File: config.mk
export PLATFORM = sky130hd
export DESIGN_NAME = rut_issue_ctrl
export DESIGN_NICKNAME = d
export VERILOG_FILES = /design/src/rtl/rut_issue_ctrl.sv
export SDC_FILE = /design/constraint.sdc
export NUM_CORES = 1
export LEC_CHECK = 0
export CORE_MARGIN = 2
export CORE_UTILIZATION = 39
export DETAILED_ROUTE_END_ITERATION = 16
export PLACE_DENSITY = 0.9
export SLEW_MARGIN = 20
export SYNTH_ARGS = -nofsm -noshare
export SYNTH_HDL_FRONTEND = slang
export SYNTH_SLANG_ARGS = --single-unit
File: constraint.sdc
create_clock -name clk -period 3.4 [get_ports clk]
set_clock_uncertainty 0.2 [all_clocks]
set_input_delay 0.34 -clock clk [delete_from_list [all_inputs] [get_ports clk]]
set_output_delay 0.34 -clock clk [all_outputs]
set_load 0.03 [all_outputs]
File: src/rtl/rut_issue_ctrl.sv
`default_nettype none
// rut_issue_ctrl: single-entry issue stage that checks a held instruction against
// the register usage table and requests the destination busy bit on release.
module rut_issue_ctrl #(
  parameter int unsigned REG_NUMBER    = 32,
  parameter int unsigned REG_BITS      = 5,
  parameter int unsigned BYPASS_FINISH = 1,
  parameter int unsigned CNT_W         = 16
) (
  input  logic                  clk,
  input  logic                  rst,
  input  logic                  in_valid,
  output logic                  in_ready,
  input  logic [REG_BITS-1:0]   in_rs1,
  input  logic [REG_BITS-1:0]   in_rs2,
  input  logic [REG_BITS-1:0]   in_rd,
  input  logic                  in_use_rs1,
  input  logic                  in_use_rs2,
  input  logic                  in_wr_rd,
  input  logic [31:0]           in_payload,
  input  logic                  flush,
  input  logic [REG_NUMBER-1:0] using,
  input  logic [REG_NUMBER-1:0] finish,
  output logic [REG_NUMBER-1:0] setusing,
  output logic                  out_valid,
  input  logic                  out_ready,
  output logic [REG_BITS-1:0]   out_rs1,
  output logic [REG_BITS-1:0]   out_rs2,
  output logic [REG_BITS-1:0]   out_rd,
  output logic [31:0]           out_payload,
  output logic [CNT_W-1:0]      stall_cnt
);

  localparam logic [1:0] ST_EMPTY = 2'd0;
  localparam logic [1:0] ST_WAIT  = 2'd1;
  localparam logic [1:0] ST_READY = 2'd2;

  logic                  hold_valid_q, hold_valid_d;
  logic [REG_BITS-1:0]   rs1_q, rs2_q, rd_q;
  logic                  use_rs1_q, use_rs2_q, wr_rd_q;
  logic [31:0]           payload_q;
  logic [CNT_W-1:0]      stall_cnt_q;

  logic [REG_NUMBER-1:0] busy_vec;
  logic                  hazard;
  logic [1:0]            state;
  logic                  fire;
  logic                  accept;
  logic                  stall_inc;

  // A register completing this cycle is treated as free when bypass is enabled.
  always_comb begin
    busy_vec = using & ~((BYPASS_FINISH != 0) ? finish : '0);
    busy_vec[0] = 1'b0;
  end

  assign hazard = (use_rs1_q & busy_vec[rs1_q])
                | (use_rs2_q & busy_vec[rs2_q])
                | (wr_rd_q   & busy_vec[rd_q]);

  always_comb begin
    state = ST_EMPTY;
    if (hold_valid_q) state = hazard ? ST_WAIT : ST_READY;
  end

  assign out_valid = (state == ST_READY) & ~flush & ~rst;
  assign fire      = out_valid & out_ready;
  assign in_ready  = ~flush & (~hold_valid_q | fire);
  assign accept    = in_valid & in_ready;
  assign stall_inc = (state == ST_WAIT) & ~flush & ~(&stall_cnt_q);

  always_comb begin
    setusing = '0;
    if (fire && wr_rd_q && (rd_q != '0)) setusing[rd_q] = 1'b1;
  end

  always_comb begin
    hold_valid_d = hold_valid_q;
    if (flush)       hold_valid_d = 1'b0;
    else if (accept) hold_valid_d = 1'b1;
    else if (fire)   hold_valid_d = 1'b0;
  end

  always_ff @(posedge clk) begin
    if (rst) begin
      hold_valid_q <= 1'b0;
      rs1_q        <= '0;
      rs2_q        <= '0;
      rd_q         <= '0;
      use_rs1_q    <= 1'b0;
      use_rs2_q    <= 1'b0;
      wr_rd_q      <= 1'b0;
      payload_q    <= '0;
      stall_cnt_q  <= '0;
    end else begin
      hold_valid_q <= hold_valid_d;
      if (accept) begin
        rs1_q     <= in_rs1;
        rs2_q     <= in_rs2;
        rd_q      <= in_rd;
        use_rs1_q <= in_use_rs1;
        use_rs2_q <= in_use_rs2;
        wr_rd_q   <= in_wr_rd;
        payload_q <= in_payload;
      end
      if (stall_inc) stall_cnt_q <= stall_cnt_q + 1'b1;
    end
  end

  assign out_rs1     = rs1_q;
  assign out_rs2     = rs2_q;
  assign out_rd      = rd_q;
  assign out_payload = payload_q;
  assign stall_cnt   = stall_cnt_q;

endmodule
`default_nettype wire

==> impl_metrics.ini <==
[outcome]
status = complete, but fails checks
violations = negative setup slack

[sta]
slew_headroom_pct = 52.8
final_hold_viol_count = 0
maxSlewViolCount = 0
tightest_slew_ns = 0.707
rsz0062_at_grt = yes
fin_setup_tns_ns = -0.0343
fmax_mhz = 293
setup_slack_ns = -0.0183
setup_violations = 6
period_share_pct = 101
fin_crit_ns = 3.42

[worst_setup_path]
crit_path_start_kind = flop
critPathRequiredTime_ns = 2.86
path_class = reg2out
crit_path_max_fanout = 4
arrival_ns = 2.88
endpoint_kind = primary output

[placed_design]
portBuffers = 212
hpwl_um = 10600
place.gp.congestion = 0.892
pre_cts_ws_ns = -0.169

[route]
drc_errors = 0
firstDrtPassIters = 4
m1WireLength_um = 5230
highest_layer = met4
viasPerCell = 5.43
dr_wl_met2_um = 7480
route.met3.wl_um = 1120
wl_per_cell_um = 17.5
drtAntennaViolNets = 0
wl_um = 14200
drt-initial-drc-count = 238
num_vias = 4419

[finish]
regArea_um2 = 1360
drive_above_1_share_pct = 21.3
final_nets = 796
fin_util_pct = 69.5
final_cell_mix = clkdlybuf4s50_1 (170), nor2_1 (78), dfxtp_1 (59)
nFillCells = 745
final_common_cell = clkdlybuf4s50_1
syn_to_final_growth_pct = 72.7
multi_input_area_um2 = 2640
n_antenna_cell = 0

[floorplanning]
rows = 36
ios = 216
fp.dieH_um = 105
core-area_um2 = 9820
initial_utilization_pct = 40.2
die-width_um = 105
dieArea_um2 = 10900

[clocking]
numCtsBuffers = 9
cts_max_level = 3
root_buffer = clkbuf_8
tritoncts = built
worstSkewPairLatency_ns = 0.35
cts.sinks = 67
cts_buffer_depth = 2
path_clk_slew_ns = 0.08

[power_and_ir_drop]
vdd_drop_max_uv = 242
p_leak_uw = 0.00248
powerDensity_nw_per_um2 = 302

[synth]
yosys_warnings = 0
ys_seq_elements = 67
synth_cell_types = 58
synthArstFlopShare_pct = 0
avgSynthCellArea_um2 = 8.79
ys_seq_area_share_pct = 34.0
syn_nets = 569
yosys.area.top_type = dfxtp_1
yosysTopAreaCellShare_pct = 34.0
syn_inst = 449
synth_enable_flop_cells = 0
syn_area_um2 = 3950
yosys-top-cells-area = dfxtp_1 (34%), mux2i_1 (13%), mux4_2 (9.1%), nor2_1 (8.9%), nand2b_1 (3.8%)
ys.flop_type = dfxtp_1

[grt]
antenna_found_initial = 0
grt_max_degree = 69
overflow = 0
grtUsageTotal_pct = 24.8
grt_pass1_vias = 4485
grt_pass1_wl_um = 21700

[flow_run]
maxCapViolCount = 0

[min_path]
hold_path.class = reg2reg
-- final timing paths --
| path | from | cells after the start | slack (ns) | end |
|---|---|---|---|---|
| min | out_payload[21] | 2 | 0.30 | out_payload[21] |
| min reg2reg | out_payload[21] | 2 | 0.30 | out_payload[21] |
| max reg2reg | out_rs2[2] | 11 | 0.18 | stall_cnt[15] |
| max | out_rs2[2] | 9 | -0.02 | setusing[10] |
-- what timing repair did --
| action | 4_1_cts | 5_1_grt |
|---|---|---|
| hold buffers | 0 | 0 |
| resized for setup | 49 | 13 |
| pin swaps | 15 | 14 |
| setup buffers | 4 | 6 |
| setup endpoints to repair | 32 | 37 |
-- worst max-delay path, cell delays in order, from the launching register on --
cell	delay [ns]
dfxtp_4	0.37
mux4_2	0.50
mux2_4	0.28
a311o_1	0.34
a31o_4	0.25
nor3_4	0.19
nand3b_1	0.17
buf_6	0.18
nor2_4	0.09
buf_6	0.14
-- through the flow --
step / power, µW / cells / hold slack, ns / area (µm²)
CTS: 2050 / 808 / 0.302 / 6730
finish: 2060 / 814 / 0.301 / 6820
floorplan: 1140 / 449 / 0.219 / 4090
global placement: 1400 / 788 / 0.272 / 6370
detailed placement: 1420 / 788 / 0.284 / 6370
global route: 2140 / 814 / 0.324 / 6820
-- power by group --
group          internal [µW]  switching, µW
clock                    291            341
combinational            314            247
sequential               820           45.8
-- area by class of cell --
class                   instances  share of cell area (%)
clock buffers                  10                    2.02
multi-input cells             342                    38.7
well taps                     133                    2.44
repair buffers                245                    35.6
clock inverters                 6                   0.697
inverters                      11                   0.605
flip-flops and latches         67                    19.9
-- layer usage --
layer  vias to the layer above  global-route usage (%)
met5                         -                       0
met4                         0                    8.67
met3                        38                    7.05
met2                       215                    46.7
met1                      2102                    26.2
li1                       2064                       -
-- registers in the layout, indices dropped and copies added (netlist names) --
register / flops
out_rs1: 5
use_rs1_q: 1
out_rd: 5
wr_rd_q: 1
out_payload: 32
use_rs2_q: 1
hold_valid_q: 1
stall_cnt: 16
out_rs2: 5
-- cell families after synthesis --
kind of cell | after synthesis | share of synthesized area [%]
AOI/OAI and AO/OA | 57 | 9.79
xor gates and xnor gates | 1 | 0.222
adders and majority gates | 1 | 0.317
buffers and inverters | 40 | 4.94
DFF | 67 | 34.0
muxes | 71 | 23.1
other | 1 | 0.0950
and+or+nand+nor | 211 | 27.5
-- Yosys cell counts, types with 2 or more instances --
master / count
a211o_1: 2
a21oi_1: 17
nand2b_1: 24
o21ai_0: 10
inv_1: 11
or3_1: 9
nand4_1: 4
and4b_1: 4
or2_2: 2
nor2b_1: 11
mux2i_1: 53
dfxtp_1: 67
nor4_1: 2
nor2_1: 94
a211oi_1: 2
nor4bb_1: 7
o31ai_1: 6
nand3b_1: 4
nor3_1: 4
nand3_1: 10
mux2_2: 2
o21ai_1: 2
buf_6: 5
nand2_1: 20
mux4_2: 16
or4_1: 6
nor3b_1: 3
buf_2: 3
clkbuf_1: 20
(Power assumes the default switching activity.)
